==> config.mk <==
export PLATFORM = sky130hd
export DESIGN_NAME = cmac_link_seq_flat
export DESIGN_NICKNAME = d
export VERILOG_FILES = /design/src/rtl/cmac_seq_pkg.sv /design/src/rtl/cmac_link_seq_if.sv /design/src/rtl/cmac_link_seq_port.sv /design/src/rtl/cmac_link_seq.sv /design/src/flat_wrapper.sv
export SDC_FILE = /design/constraint.sdc
export NUM_CORES = 1
export LEC_CHECK = 0
export ABC_CLOCK_PERIOD_IN_PS = 5700
export BUFFER_PORTS_ARGS = -buffer_cell sky130_fd_sc_hd__buf_2
export CAP_MARGIN = 0
export CORE_MARGIN = 10
export CORE_UTILIZATION = 50
export CTS_CLUSTER_DIAMETER = 100
export DETAILED_ROUTE_END_ITERATION = 10
export PLACE_DENSITY_LB_ADDON = 0.3
export SYNTH_ARGS = -nofsm -noshare
export SYNTH_HDL_FRONTEND = slang
export SYNTH_SLANG_ARGS = --single-unit
==> constraint.sdc <==
create_clock -name clk -period 5.7 [get_ports clk]
set_input_delay 0.285 -clock clk [delete_from_list [all_inputs] [get_ports clk]]
set_output_delay 0.285 -clock clk [all_outputs]
set_load 0.05 [all_outputs]
==> src/rtl/cmac_seq_pkg.sv <==
// Shared definitions for the CMAC link sequencer: per-port state codes,
// the counter-width helper and a saturating 8-bit increment used by the
// retry and drop statistics.
package cmac_seq_pkg;

  localparam int STATE_W = 3;

  typedef enum logic [STATE_W-1:0] {
    ST_IDLE       = 3'd0,
    ST_WAIT_ALIGN = 3'd1,
    ST_STABLE     = 3'd2,
    ST_UP         = 3'd3,
    ST_RESYNC     = 3'd4
  } seq_state_t;

  // Bits needed to hold values 0..max_val; never less than one bit.
  function automatic int cnt_width(input int unsigned max_val);
    int w;
    w = $clog2(max_val + 1);
    return (w < 1) ? 1 : w;
  endfunction

  // Statistics counters stick at all-ones rather than wrapping.
  function automatic logic [7:0] sat_inc8(input logic [7:0] v);
    return (v == 8'hFF) ? v : v + 8'd1;
  endfunction

endpackage

==> src/rtl/cmac_link_seq_if.sv <==
// Bundle between the link sequencer and its environment: per-port enables
// and alignment status in, CMAC control levels, status and counters out.
// The master side drives port_en/rx_aligned; the slave side is the sequencer.
interface cmac_link_seq_if
  import cmac_seq_pkg::*;
#(
  parameter int N_PORTS = 2
);
  logic [N_PORTS-1:0]         port_en;
  logic [N_PORTS-1:0]         rx_aligned;
  logic [N_PORTS-1:0]         ctl_rx_enable;
  logic [N_PORTS-1:0]         ctl_tx_enable;
  logic [N_PORTS-1:0]         ctl_tx_send_lfi;
  logic [N_PORTS-1:0]         ctl_tx_send_rfi;
  logic [N_PORTS-1:0]         ctl_rx_force_resync;
  logic [N_PORTS-1:0]         link_up;
  logic [8*N_PORTS-1:0]       retry_cnt;
  logic [8*N_PORTS-1:0]       drop_cnt;
  logic [STATE_W*N_PORTS-1:0] state_o;

  modport master (
    output port_en, rx_aligned,
    input  ctl_rx_enable, ctl_tx_enable, ctl_tx_send_lfi, ctl_tx_send_rfi,
    input  ctl_rx_force_resync, link_up, retry_cnt, drop_cnt, state_o
  );

  modport slave (
    input  port_en, rx_aligned,
    output ctl_rx_enable, ctl_tx_enable, ctl_tx_send_lfi, ctl_tx_send_rfi,
    output ctl_rx_force_resync, link_up, retry_cnt, drop_cnt, state_o
  );
endinterface

==> src/rtl/cmac_link_seq_port.sv <==
// Single-port CMAC bring-up FSM: IDLE -> WAIT_ALIGN -> STABLE -> UP, timed RESYNC on no alignment.
// Latency: state moves one clk after the qualifying input; outputs decode the state register only.
// No backpressure: level inputs are sampled every cycle, outputs are static control levels.
module cmac_link_seq_port
  import cmac_seq_pkg::*;
#(
  parameter int STABLE_CYCLES = 16,
  parameter int ALIGN_TIMEOUT = 200000,
  parameter int RESYNC_PULSE  = 4
) (
  input  logic               clk,
  input  logic               rst,
  input  logic               port_en,
  input  logic               rx_aligned,
  output logic               ctl_rx_enable,
  output logic               ctl_tx_enable,
  output logic               ctl_tx_send_lfi,
  output logic               ctl_tx_send_rfi,
  output logic               ctl_rx_force_resync,
  output logic               link_up,
  output logic [7:0]         retry_cnt,
  output logic [7:0]         drop_cnt,
  output logic [STATE_W-1:0] state_o
);

  localparam int TO_W = cnt_width(ALIGN_TIMEOUT);
  localparam int ST_W = cnt_width(STABLE_CYCLES);
  localparam int RS_W = cnt_width(RESYNC_PULSE);

  // Terminal values: the cycle on which each phase ends.
  localparam logic [TO_W-1:0] TO_LAST = TO_W'(ALIGN_TIMEOUT - 1);
  localparam logic [ST_W-1:0] ST_LAST = ST_W'(STABLE_CYCLES - 1);
  localparam logic [RS_W-1:0] RS_LAST = RS_W'(RESYNC_PULSE - 1);

  seq_state_t      state_q, state_d;
  logic [TO_W-1:0] to_cnt_q, to_cnt_d;
  logic [ST_W-1:0] st_cnt_q, st_cnt_d;
  logic [RS_W-1:0] rs_cnt_q, rs_cnt_d;
  logic [7:0]      retry_q, retry_d;
  logic [7:0]      drop_q, drop_d;

  // State and counter registers; reset clears statistics as well.
  always_ff @(posedge clk) begin
    if (rst) begin
      state_q  <= ST_IDLE;
      to_cnt_q <= '0;
      st_cnt_q <= '0;
      rs_cnt_q <= '0;
      retry_q  <= '0;
      drop_q   <= '0;
    end else begin
      state_q  <= state_d;
      to_cnt_q <= to_cnt_d;
      st_cnt_q <= st_cnt_d;
      rs_cnt_q <= rs_cnt_d;
      retry_q  <= retry_d;
      drop_q   <= drop_d;
    end
  end

  // Next state; phase counters fall to zero whenever their phase is left,
  // so every entry into WAIT_ALIGN or RESYNC starts from a clean count.
  always_comb begin
    state_d  = state_q;
    to_cnt_d = '0;
    st_cnt_d = '0;
    rs_cnt_d = '0;
    retry_d  = retry_q;
    drop_d   = drop_q;
    if (!port_en) begin
      state_d = ST_IDLE;
    end else begin
      case (state_q)
        ST_IDLE: state_d = ST_WAIT_ALIGN;
        ST_WAIT_ALIGN: begin
          if (rx_aligned) begin
            state_d  = ST_STABLE;
            st_cnt_d = ST_W'(1);
          end else if (to_cnt_q == TO_LAST) begin
            state_d = ST_RESYNC;
            retry_d = sat_inc8(retry_q);
          end else begin
            to_cnt_d = to_cnt_q + 1'b1;
          end
        end
        ST_STABLE: begin
          if (!rx_aligned) begin
            state_d = ST_WAIT_ALIGN;
          end else if (st_cnt_q >= ST_LAST) begin
            state_d = ST_UP;
          end else begin
            st_cnt_d = st_cnt_q + 1'b1;
          end
        end
        ST_UP: begin
          if (!rx_aligned) begin
            state_d = ST_WAIT_ALIGN;
            drop_d  = sat_inc8(drop_q);
          end
        end
        ST_RESYNC: begin
          if (rs_cnt_q == RS_LAST) begin
            state_d = ST_WAIT_ALIGN;
          end else begin
            rs_cnt_d = rs_cnt_q + 1'b1;
          end
        end
        default: state_d = ST_IDLE;
      endcase
    end
  end

  // Moore decode of the control levels from the registered state.
  always_comb begin
    ctl_rx_enable       = 1'b0;
    ctl_tx_enable       = 1'b0;
    ctl_tx_send_lfi     = 1'b0;
    ctl_tx_send_rfi     = 1'b0;
    ctl_rx_force_resync = 1'b0;
    link_up             = 1'b0;
    case (state_q)
      ST_WAIT_ALIGN, ST_STABLE: begin
        ctl_rx_enable   = 1'b1;
        ctl_tx_send_lfi = 1'b1;
        ctl_tx_send_rfi = 1'b1;
      end
      ST_UP: begin
        ctl_rx_enable = 1'b1;
        ctl_tx_enable = 1'b1;
        link_up       = 1'b1;
      end
      ST_RESYNC: begin
        ctl_rx_enable       = 1'b1;
        ctl_tx_send_lfi     = 1'b1;
        ctl_tx_send_rfi     = 1'b1;
        ctl_rx_force_resync = 1'b1;
      end
      default: ;
    endcase
  end

  assign retry_cnt = retry_q;
  assign drop_cnt  = drop_q;
  assign state_o   = state_q;

endmodule

==> src/rtl/cmac_link_seq.sv <==
// Multi-port CMAC link sequencer: one independent bring-up FSM per port.
// Latency: each port reacts one clk after its inputs; outputs come from registered state.
// No backpressure: ports never stall each other and inputs are sampled every cycle.
module cmac_link_seq
  import cmac_seq_pkg::*;
#(
  parameter int N_PORTS       = 2,
  parameter int STABLE_CYCLES = 16,
  parameter int ALIGN_TIMEOUT = 200000,
  parameter int RESYNC_PULSE  = 4
) (
  input logic            clk,
  input logic            rst,
  cmac_link_seq_if.slave lnk
);

  for (genvar gi = 0; gi < N_PORTS; gi++) begin : g_port
    cmac_link_seq_port #(
      .STABLE_CYCLES (STABLE_CYCLES),
      .ALIGN_TIMEOUT (ALIGN_TIMEOUT),
      .RESYNC_PULSE  (RESYNC_PULSE)
    ) u_port (
      .clk                 (clk),
      .rst                 (rst),
      .port_en             (lnk.port_en[gi]),
      .rx_aligned          (lnk.rx_aligned[gi]),
      .ctl_rx_enable       (lnk.ctl_rx_enable[gi]),
      .ctl_tx_enable       (lnk.ctl_tx_enable[gi]),
      .ctl_tx_send_lfi     (lnk.ctl_tx_send_lfi[gi]),
      .ctl_tx_send_rfi     (lnk.ctl_tx_send_rfi[gi]),
      .ctl_rx_force_resync (lnk.ctl_rx_force_resync[gi]),
      .link_up             (lnk.link_up[gi]),
      .retry_cnt           (lnk.retry_cnt[8*gi +: 8]),
      .drop_cnt            (lnk.drop_cnt[8*gi +: 8]),
      .state_o             (lnk.state_o[STATE_W*gi +: STATE_W])
    );
  end

endmodule

==> src/flat_wrapper.sv <==
// flat-port wrapper written by rule: the top's interface ports become plain ports
module cmac_link_seq_flat import cmac_seq_pkg::*;
#(
  parameter int N_PORTS       = 2,
  parameter int STABLE_CYCLES = 16,
  parameter int ALIGN_TIMEOUT = 200000,
  parameter int RESYNC_PULSE  = 4
)
  (clk, rst, lnk_port_en, lnk_rx_aligned, lnk_ctl_rx_enable, lnk_ctl_tx_enable, lnk_ctl_tx_send_lfi, lnk_ctl_tx_send_rfi, lnk_ctl_rx_force_resync, lnk_link_up, lnk_retry_cnt, lnk_drop_cnt, lnk_state_o);
  cmac_link_seq_if #(.N_PORTS(N_PORTS)) lnk_i ();
  input logic clk;
  input logic rst;
  input wire logic [$bits(lnk_i.port_en)-1:0] lnk_port_en;
  input wire logic [$bits(lnk_i.rx_aligned)-1:0] lnk_rx_aligned;
  output wire logic [$bits(lnk_i.ctl_rx_enable)-1:0] lnk_ctl_rx_enable;
  output wire logic [$bits(lnk_i.ctl_tx_enable)-1:0] lnk_ctl_tx_enable;
  output wire logic [$bits(lnk_i.ctl_tx_send_lfi)-1:0] lnk_ctl_tx_send_lfi;
  output wire logic [$bits(lnk_i.ctl_tx_send_rfi)-1:0] lnk_ctl_tx_send_rfi;
  output wire logic [$bits(lnk_i.ctl_rx_force_resync)-1:0] lnk_ctl_rx_force_resync;
  output wire logic [$bits(lnk_i.link_up)-1:0] lnk_link_up;
  output wire logic [$bits(lnk_i.retry_cnt)-1:0] lnk_retry_cnt;
  output wire logic [$bits(lnk_i.drop_cnt)-1:0] lnk_drop_cnt;
  output wire logic [$bits(lnk_i.state_o)-1:0] lnk_state_o;
  assign lnk_i.port_en = lnk_port_en;
  assign lnk_i.rx_aligned = lnk_rx_aligned;
  assign lnk_ctl_rx_enable = lnk_i.ctl_rx_enable;
  assign lnk_ctl_tx_enable = lnk_i.ctl_tx_enable;
  assign lnk_ctl_tx_send_lfi = lnk_i.ctl_tx_send_lfi;
  assign lnk_ctl_tx_send_rfi = lnk_i.ctl_tx_send_rfi;
  assign lnk_ctl_rx_force_resync = lnk_i.ctl_rx_force_resync;
  assign lnk_link_up = lnk_i.link_up;
  assign lnk_retry_cnt = lnk_i.retry_cnt;
  assign lnk_drop_cnt = lnk_i.drop_cnt;
  assign lnk_state_o = lnk_i.state_o;
  cmac_link_seq #(.N_PORTS(N_PORTS), .STABLE_CYCLES(STABLE_CYCLES), .ALIGN_TIMEOUT(ALIGN_TIMEOUT), .RESYNC_PULSE(RESYNC_PULSE)) u_core (.clk(clk), .rst(rst), .lnk(lnk_i));
endmodule
==> results_tabular.tex, run 1 <==
\begin{tabular}{lr}
\hline
Metric & Value \\
\hline
\multicolumn{2}{l}{\textbf{Floorplan}} \\
\quad Initial Util & approximately half \\
\quad Ports placed on the boundary & 56 \\
\quad Overall die height & 112 um \\
\quad Core Box Area & 8260 um2 \\
\quad Row count & 33 \\
\quad Die Footprint & 12600 um2 \\
\quad Horizontal extent of the die & 112 um \\
\multicolumn{2}{l}{\textbf{Global routing}} \\
\quad Global routing met1 resource utilization & $\sim$15\% \\
\quad Vias in the first global route & around 3100 \\
\quad Met3 routing resource usage after global routing & 4.69\% \\
\quad Met2 Usage GRT & 21.9\% \\
\quad Initial antenna violation count & 0 \\
\quad Largest net degree at the start of global routing & 40 \\
\quad Global routing's busiest layer & met2 \\
\quad Global-route wire length before repair & 14200 um \\
\quad Gr ovfl total & 0 \\
\quad Tot GR Track Use & 12.9\% \\
\multicolumn{2}{l}{\textbf{Worst setup path}} \\
\quad Setup crit end kind & flop \\
\quad Peak fanout along the critical path & 12 \\
\quad CP Launch Type & flop \\
\quad Critical path required time & about 6000 ps \\
\quad Crit path arrival time & 2440 ps \\
\quad Start-to-end type of the worst setup path & reg2reg \\
\multicolumn{2}{l}{\textbf{Clock tree}} \\
\quad CTS max path bufs & 2 \\
\quad Number of gates given a new drive strength after cts & 0 \\
\quad Clock root cell & sky130\_fd\_sc\_hd\_\_clkbuf\_8 \\
\quad H-Tree Level Count & 3 \\
\quad Clk slew on worst S/H paths & 80 ps \\
\quad Buffer count from post-CTS setup fixing & 0 \\
\quad Number of buffers inserted by hold repair at cts & 0 \\
\quad TritonCTS clock tree & done \\
\quad Total clock buffers created by CTS & 9 \\
\quad Clock sink count & 90 \\
\quad Clock network latency to the later pin of the worst-skew pair & between 300 and 400 ps \\
\multicolumn{2}{l}{\textbf{Cells and area}} \\
\quad Final core area utilization & 57.2\% \\
\quad Syn-to-layout area delta & 10.6\% \\
\quad N\_diodes & 0 \\
\quad Count of nets after finishing & roughly 550 \\
\quad Share of cells above drive strength 1 & 15.9\% \\
\quad Filler-free cell count of the finished design & 634 \\
\multicolumn{2}{l}{\textbf{Synthesis}} \\
\quad Xor-xnor portion of the synthesized cell area & a little over a tenth \\
\quad Most common cell in the netlist & sky130\_fd\_sc\_hd\_\_dfxtp\_1 \\
\quad Count of state elements after synthesis & 90 \\
\quad Async S/R FF share, synth & 0\% \\
\quad Area fraction in and, or, nand and nor cells after synthesis & between 20 and 30\% \\
\quad Share of the synthesized area in compound gates (AO/OA/AOI/OAI) & 6.36\% \\
\quad Warnings, synthesis & 0 \\
\quad Synthesized area per cell & 8.79 um2 \\
\quad Synthesized net count & $\sim$500 \\
\quad Leading cell types by count after synthesis & sky130\_fd\_sc\_hd\_\_dfxtp\_1 (90), sky130\_fd\_sc\_hd\_\_nor2\_1 (84), sky130\_fd\_sc\_hd\_\_nand3\_1 (33) \\
\quad Synth Cell Area & 4270 um2 \\
\quad Cell type with the largest total area after synthesis & sky130\_fd\_sc\_hd\_\_dfxtp\_1 \\
\quad Sequential share of the synthesized area & 42.2\% \\
\quad Number of cells produced by synthesis & slightly below 500 \\
\quad Most instantiated flip-flop cell in the synthesis netlist & sky130\_fd\_sc\_hd\_\_dfxtp\_1 \\
\quad Combinational family with the most area after synthesis & simple AND/OR/NAND/NOR gates \\
\quad Synth top area cells & sky130\_fd\_sc\_hd\_\_dfxtp\_1 (42\%), sky130\_fd\_sc\_hd\_\_nor2\_1 (7.4\%), sky130\_fd\_sc\_hd\_\_xnor2\_1 (5.5\%) \\
\quad Distinct cell type count of the synthesized netlist & 54 \\
\quad Count of flip-flops with a built-in enable after synthesis & 0 \\
\quad Area fraction of the dominant cell type after synthesis & 42.2\% \\
\quad Adder and majority cell fraction of the synthesized area & under 10\% \\
\quad Mux contribution to synthesized area & $\sim$1.5\% \\
\multicolumn{2}{l}{\textbf{Power and ir drop}} \\
\quad Power density over the cells & 241 nW/um2 \\
\quad Peak supply drop & 152 uV \\
\quad Leakage power of the design & 1.83 nW \\
\multicolumn{2}{l}{\textbf{Detailed routing}} \\
\quad WL per Instance & approximately 13 um \\
\quad Via density & 5.31 \\
\quad Routed via count & 3365 \\
\quad DR DRC count & 0 \\
\quad Drt first pass iters & 5 \\
\quad Detailed router's first-iteration violation count & between 100 and 150 \\
\quad Number of nets with antenna violations after routing & 0 \\
\quad Overall routed net length & about 8300 um \\
\multicolumn{2}{l}{\textbf{Place}} \\
\quad Cell total after placement & a little over 600 \\
\quad Placed wire-length estimate after detailed placement & 6080 um \\
\quad PortBufs & 55 \\
\quad Minimum setup slack after placement & roughly 3400 ps \\
\quad Routability cong. & 0.807 \\
\multicolumn{2}{l}{\textbf{Timing}} \\
\quad Number of pins with negative max-slew slack in the final report & 0 \\
\quad Top achievable clock speed & 462 MHz \\
\quad Final hold violations & 0 \\
\quad Clock Skews & 9.28 ps \\
\quad Minimum setup slack in the final design & 3540 ps \\
\quad Post-Route Setup TNS & 0 ps \\
\quad Slew Limit Headroom & about half \\
\quad RSZ-0062 raised after global routing & no \\
\quad Worst slew pin tran & 719 ps \\
\quad Period utilization & between 30 and 40\% \\
\quad Final critical delay including setup and external delays & 2160 ps \\
\quad Number of setup violations in the final report & 0 \\
\quad Final hold slack & about 300 ps \\
\multicolumn{2}{l}{\textbf{Min path}} \\
\quad Worst hold-check path type & in2reg \\
\multicolumn{2}{l}{\textbf{Status}} \\
\quad Result of the run & finished clean \\
\multicolumn{2}{l}{\textbf{Run}} \\
\quad Number of maximum-capacitance constraint violations & 0 \\
\hline
\end{tabular}
-- cell type report --
class                      instances  area (um2)
fill                             774        3530
multi-input combinational        354        2250
sequential                        90        1800
timing repair buffer              56         283
clock buffer                      11         141
tap                              105         131
clock inverter                     3        65.1
inverter                          15        56.3
-- registers in the layout, summed over array words and instances (netlist names) --
signal / cells
u_core.g_port.u_port.st_cnt_q: 10
u_core.g_port.u_port.drop_cnt: 16
u_core.g_port.u_port.retry_cnt: 16
u_core.g_port.u_port.state_o: 6
u_core.g_port.u_port.to_cnt_q: 36
u_core.g_port.u_port.rs_cnt_q: 6
-- cells in the final DEF (no fill, tap or decap), types with 2 or more instances in the layout --
cell type,instances
sky130_fd_sc_hd__xor2_1,25
sky130_fd_sc_hd__inv_1,15
sky130_fd_sc_hd__dfxtp_1,90
sky130_fd_sc_hd__nand2b_1,8
sky130_fd_sc_hd__and4bb_2,2
sky130_fd_sc_hd__nand2_1,26
sky130_fd_sc_hd__or4_1,2
sky130_fd_sc_hd__nand3_1,33
sky130_fd_sc_hd__o211ai_1,3
sky130_fd_sc_hd__a21oi_1,14
sky130_fd_sc_hd__nand4_1,13
sky130_fd_sc_hd__nor4bb_1,2
sky130_fd_sc_hd__or3_1,9
sky130_fd_sc_hd__nor3_1,12
sky130_fd_sc_hd__buf_2,55
sky130_fd_sc_hd__and2_1,2
sky130_fd_sc_hd__mux2_1,2
sky130_fd_sc_hd__clkbuf_8,10
sky130_fd_sc_hd__o21ai_0,9
sky130_fd_sc_hd__and3_1,16
sky130_fd_sc_hd__nand3b_1,3
sky130_fd_sc_hd__nor4b_2,2
sky130_fd_sc_hd__nor4_1,5
sky130_fd_sc_hd__bufinv_16,2
sky130_fd_sc_hd__mux2i_1,3
sky130_fd_sc_hd__nor2_1,84
sky130_fd_sc_hd__nor2b_1,6
sky130_fd_sc_hd__nor3b_1,3
sky130_fd_sc_hd__nor4b_1,4
sky130_fd_sc_hd__and4_1,2
sky130_fd_sc_hd__or2_2,4
sky130_fd_sc_hd__ha_1,14
sky130_fd_sc_hd__xnor2_1,27
-- path summary, 6_finish.rpt --
| kind | end | slack (ps) | from | depth (start not counted) |
|---|---|---|---|---|
| worst min-delay path | u_core.g_port[0].u_port.st_cnt_q[0] | 300 | lnk_rx_aligned[0] | 2 |
| worst max register to register | u_core.g_port[1].u_port.retry_cnt[6] | 3540 | u_core.g_port[1].u_port.state_o[0] | 5 |
| worst min register to register | u_core.g_port[1].u_port.rs_cnt_q[0] | 420 | u_core.g_port[1].u_port.rs_cnt_q[0] | 1 |
| worst max-delay path | u_core.g_port[1].u_port.retry_cnt[6] | 3540 | u_core.g_port[1].u_port.state_o[0] | 5 |
-- worst max-delay path: stages (launching register included) --
cell and delay (ps):
sky130_fd_sc_hd__dfxtp_1 550, sky130_fd_sc_hd__nor4b_4 310, sky130_fd_sc_hd__o311ai_1 180, sky130_fd_sc_hd__or3_1 470, sky130_fd_sc_hd__or4_1 430, sky130_fd_sc_hd__a21oi_1 150
-- through the flow --
step	cell area, um2	total power [mW]
after CTS	4720	1.15
final	4720	1.14
after global routing	4720	1.18
after global placement	4520	0.694
after floorplan	4270	0.689
after detailed placement	4520	0.695
-- kinds of logic after synthesis --
family                   Yosys count
XOR/XNOR                          52
AO/OA/AOI/OAI                     39
flip-flops                        90
adder cells (fa/ha/maj)           14
multiplexers                       6
AND/OR/NAND/NOR                  243
buffers and inverters             42
-- where the power goes --
part / switching [mW] / internal (mW)
clock network: 0.204 / 0.254
logic: 0.0341 / 0.0119
registers: 0.00374 / 0.630
-- metal layers --
layer  share of wire [%]  up-vias  wire length, um
li1                    -     1743                -
met1                  46     1565             3800
met5                   0        -                0
met4                0.74        0               62
met3                 4.8        7              402
met2                  49       50             4080
Power figures use the tool's default switching activity.
==> run 2, diff against run 1 <==
--- a/config.mk
+++ b/config.mk
@@ -5,7 +5,8 @@
 export SDC_FILE = /design/constraint.sdc
 export NUM_CORES = 1
 export LEC_CHECK = 0
-export ABC_CLOCK_PERIOD_IN_PS = 5700
+export ABC_AREA = 1
+export ABC_CLOCK_PERIOD_IN_PS = 1900
 export BUFFER_PORTS_ARGS = -buffer_cell sky130_fd_sc_hd__buf_2
 export CAP_MARGIN = 0
 export CORE_MARGIN = 10
==> constraint.sdc (replaced) <==
create_clock -name clk -period 1.9 [get_ports clk]
set_input_delay 0.095 -clock clk [delete_from_list [all_inputs] [get_ports clk]]
set_output_delay 0.095 -clock clk [all_outputs]
set_load 0.05 [all_outputs]
==> results_tabular.tex, run 2 <==
\begin{tabular}{lr}
\hline
Metric & Value \\
\hline
\multicolumn{2}{l}{\textbf{Status}} \\
\quad Result of the run & finished clean \\
\multicolumn{2}{l}{\textbf{Cells and area}} \\
\quad Highest-count cells in the layout ignoring fill and taps & sky130\_fd\_sc\_hd\_\_nand2\_1 (158), sky130\_fd\_sc\_hd\_\_nor2\_1 (115), sky130\_fd\_sc\_hd\_\_dfxtp\_1 (89) \\
\quad Number of filler instances in the final layout & between 900 and 1000 \\
\quad Syn-to-layout area delta & 10.7\% \\
\quad Commonest non-fill, non-tap cell in the layout & sky130\_fd\_sc\_hd\_\_nand2\_1 \\
\quad Area of the multi-input gates & 2470 um2 \\
\quad Count of nets after finishing & 760 \\
\quad Combined flip-flop and latch cell area & 1800 um2 \\
\quad Share of cells above drive strength 1 & 13.6\% \\
\quad Max FFs per register & 36 \\
\quad Register with the most flip-flops & u\_core.g\_port.u\_port.to\_cnt\_q \\
\quad N\_diodes & 0 \\
\multicolumn{2}{l}{\textbf{Floorplan}} \\
\quad Row count & 35 \\
\quad Horizontal extent of the die & around 120 um \\
\quad Core Box Area & between 9000 and 10000 um2 \\
\quad Overall die height & 118 um \\
\quad Die Footprint & 13800 um2 \\
\quad Ports placed on the boundary & 56 \\
\quad Initial Util & between 50\% and 60\% \\
\multicolumn{2}{l}{\textbf{Worst setup path}} \\
\quad List of cells traversed by the critical path & inv\_1 > nor2\_2 > nand2\_1 > nand2\_1 > inv\_1 > nand2\_1 > buf\_2 \\
\quad Cell with the biggest individual delay on the critical path & sky130\_fd\_sc\_hd\_\_dfxtp\_1 \\
\quad Launch instance of the worst register-to-register path & u\_core.g\_port[0].u\_port.to\_cnt\_q[0] \\
\quad Critical path's top delay family & flip-flops \\
\quad Worst-case register-to-register setup slack & 230 ps \\
\quad Endpoint of the worst register-to-register path & u\_core.g\_port[0].u\_port.retry\_cnt[1] \\
\quad CP bufs+invs & 3 \\
\quad Worst stage delay on the critical path & $\sim$450 ps \\
\quad Most frequent CP cell & sky130\_fd\_sc\_hd\_\_nand2\_1 \\
\quad Start point of the critical path & u\_core.g\_port[0].u\_port.state\_o[1] \\
\quad Crit path arrival time & 1630 ps \\
\quad Peak fanout along the critical path & 5 \\
\quad CP Launch Type & flop \\
\quad Setup crit end kind & primary output \\
\quad Critical path required time & 1800 ps \\
\quad Start-to-end type of the worst setup path & reg2out \\
\quad Depth of the most critical reg-to-reg path & 8 \\
\multicolumn{2}{l}{\textbf{Detailed routing}} \\
\quad DR DRC count & 0 \\
\quad Routed length on met2 & 4800 um \\
\quad WL per Instance & between 10 and 15 um \\
\quad Metal3 WL & around 500 um \\
\quad Wire length on met1 & roughly 4600 um \\
\quad Overall routed net length & 10000 um \\
\quad Routed via count & roughly 4400 \\
\quad Via density & $\sim$5.0 \\
\quad Detailed router's first-iteration violation count & 242 \\
\quad Drt first pass iters & 4 \\
\quad Number of nets with antenna violations after routing & 0 \\
\quad Highest routed metal layer & met4 \\
\multicolumn{2}{l}{\textbf{Min path}} \\
\quad Cell count of the worst hold path & 4 \\
\quad Worst hold-check path type & in2reg \\
\quad Hold Path Sink & u\_core.g\_port[1].u\_port.state\_o[2] \\
\quad Startpoint of the tightest hold check path & lnk\_rx\_aligned[1] \\
\multicolumn{2}{l}{\textbf{Synthesis}} \\
\quad Sequential share of the synthesized area & 37.8\% \\
\quad Count of flip-flops with a built-in enable after synthesis & 0 \\
\quad Synthesized net count & 712 \\
\quad Distinct cell type count of the synthesized netlist & 37 \\
\quad Synthesized area per cell & 6.88 um2 \\
\quad Cell type with the largest total area after synthesis & sky130\_fd\_sc\_hd\_\_dfxtp\_1 \\
\quad Area fraction of the dominant cell type after synthesis & between 30\% and 40\% \\
\quad Synth top area cells & sky130\_fd\_sc\_hd\_\_dfxtp\_1 (38\%), sky130\_fd\_sc\_hd\_\_nand2\_1 (12\%), sky130\_fd\_sc\_hd\_\_nor2\_1 (9.1\%) \\
\quad Async S/R FF share, synth & 0\% \\
\quad Most common cell in the netlist & sky130\_fd\_sc\_hd\_\_nand2\_1 \\
\quad Count of state elements after synthesis & 90 \\
\quad Warnings, synthesis & 0 \\
\quad Most instantiated flip-flop cell in the synthesis netlist & sky130\_fd\_sc\_hd\_\_dfxtp\_1 \\
\quad Leading cell types by count after synthesis & sky130\_fd\_sc\_hd\_\_nand2\_1 (158), sky130\_fd\_sc\_hd\_\_nor2\_1 (115), sky130\_fd\_sc\_hd\_\_dfxtp\_1 (90) \\
\quad Number of cells produced by synthesis & approximately 690 \\
\quad Synth Cell Area & $\sim$4800 um2 \\
\multicolumn{2}{l}{\textbf{Clock tree}} \\
\quad Clock sink count & 90 \\
\quad Total clock buffers created by CTS & 9 \\
\quad Clock root cell & sky130\_fd\_sc\_hd\_\_clkbuf\_8 \\
\quad TritonCTS clock tree & done \\
\quad H-Tree Level Count & 3 \\
\quad CTS max path bufs & 2 \\
\quad Clock network latency to the later pin of the worst-skew pair & approximately 340 ps \\
\quad Buffer count from post-CTS setup fixing & 0 \\
\quad Clk slew on worst S/H paths & 80 ps \\
\multicolumn{2}{l}{\textbf{Timing}} \\
\quad Worst slew pin tran & 525 ps \\
\quad Final critical delay including setup and external delays & 1730 ps \\
\quad Top achievable clock speed & around 580 MHz \\
\quad Slew Limit Headroom & 64.7\% \\
\quad Post-Route Setup TNS & 0 ps \\
\quad Number of pins with negative max-slew slack in the final report & 0 \\
\quad Number of setup violations in the final report & 0 \\
\quad Final hold violations & 0 \\
\quad RSZ-0062 raised after global routing & no \\
\quad Clock Skews & about 8.0 ps \\
\quad Period utilization & 90.9\% \\
\quad Minimum setup slack in the final design & 174 ps \\
\multicolumn{2}{l}{\textbf{Place}} \\
\quad Placed wire-length estimate after detailed placement & 7690 um \\
\quad Routability cong. & 0.848 \\
\quad Minimum setup slack after placement & 163 ps \\
\quad PortBufs & between 50 and 60 \\
\multicolumn{2}{l}{\textbf{Global routing}} \\
\quad Initial antenna violation count & 0 \\
\quad Vias in the first global route & 4191 \\
\quad Gr ovfl total & 0 \\
\quad Tot GR Track Use & 14.3\% \\
\quad Largest net degree at the start of global routing & 21 \\
\quad Global-route wire length before repair & 17500 um \\
\multicolumn{2}{l}{\textbf{Run}} \\
\quad Number of maximum-capacitance constraint violations & 0 \\
\multicolumn{2}{l}{\textbf{Power and ir drop}} \\
\quad Peak supply drop & 428 uV \\
\quad Power density over the cells & 662 nW/um2 \\
\quad Total design power & about 3.5 mW \\
\quad Leakage power of the design & around 2.2 nW \\
\hline
\end{tabular}
[run 2: logic make-up (layout without fill, tap and decap cells)]
group / count (synthesis) / count (layout) / share of synthesized area, %
and+or+nand+nor: 400 / 400 / 37.7
AOI/OAI and AO/OA: 53 / 53 / 5.99
buffers and inverters: 111 / 163 / 10.4
DFF: 90 / 90 / 37.8
xor gates and xnor gates: 24 / 24 / 4.41
adders and majority gates: 14 / 14 / 3.68
[run 2: worst register-to-register path: cells and delay by family, from the launching register on]
kind,cells,cell delay [ps]
AO/OA/AOI/OAI,1,170
flip-flops,1,410
AND/OR/NAND/NOR,6,770
adder cells (fa/ha/maj),1,210
[run 2: per-layer routing]
metal  vias up  GRT usage [%]
met2        80           25.1
met4         0           4.40
li1       2283              -
met5         -              0
met3        16           4.60
met1      2014           16.1
[run 2: per-stage QoR]
stage	instance area [um2]	std cells	hold slack (ps)	util [%]
after floorplan	4760	692	280	-
after global placement	5060	858	407	54.8
after detailed placement	5060	858	421	54.8
after CTS	5260	873	149	56.9
after global routing	5270	873	173	57.1
final	5270	873	170	57.1
[run 2: final cells by class]
type | instances | share of cell area (%)
multi-input combinational | 491 | 46.9
clock inverter | 3 | 1.23
sequential | 90 | 34.2
clock buffer | 12 | 2.56
inverter | 91 | 6.50
tap | 129 | 3.06
timing repair buffer | 57 | 5.51
[run 2: worst max-delay path by stage]
stage                                      endpoint  slack [ps]  cells past startpoint
2_1_floorplan   u_core.g_port[0].u_port.drop_cnt[1]          80                      8
3_3_place_gp   u_core.g_port[1].u_port.retry_cnt[6]         250                      9
3_5_place_dp   u_core.g_port[1].u_port.retry_cnt[3]         160                      9
4_1_cts        u_core.g_port[1].u_port.retry_cnt[3]         140                      9
5_1_grt        u_core.g_port[1].u_port.to_cnt_q[15]          20                     10
6_report                     lnk_ctl_tx_send_lfi[0]         170                      7
[run 2: where the power goes]
part | switching, mW | internal [mW]
clock | 0.618 | 0.734
sequential | 0.0131 | 1.89
combinational | 0.182 | 0.0533
[run 2: what timing repair did]
action                                  in CTS  in global routing
hold buffers                                 0                  0
resized for setup                            0                  3
endpoints found under the setup margin       0                  8
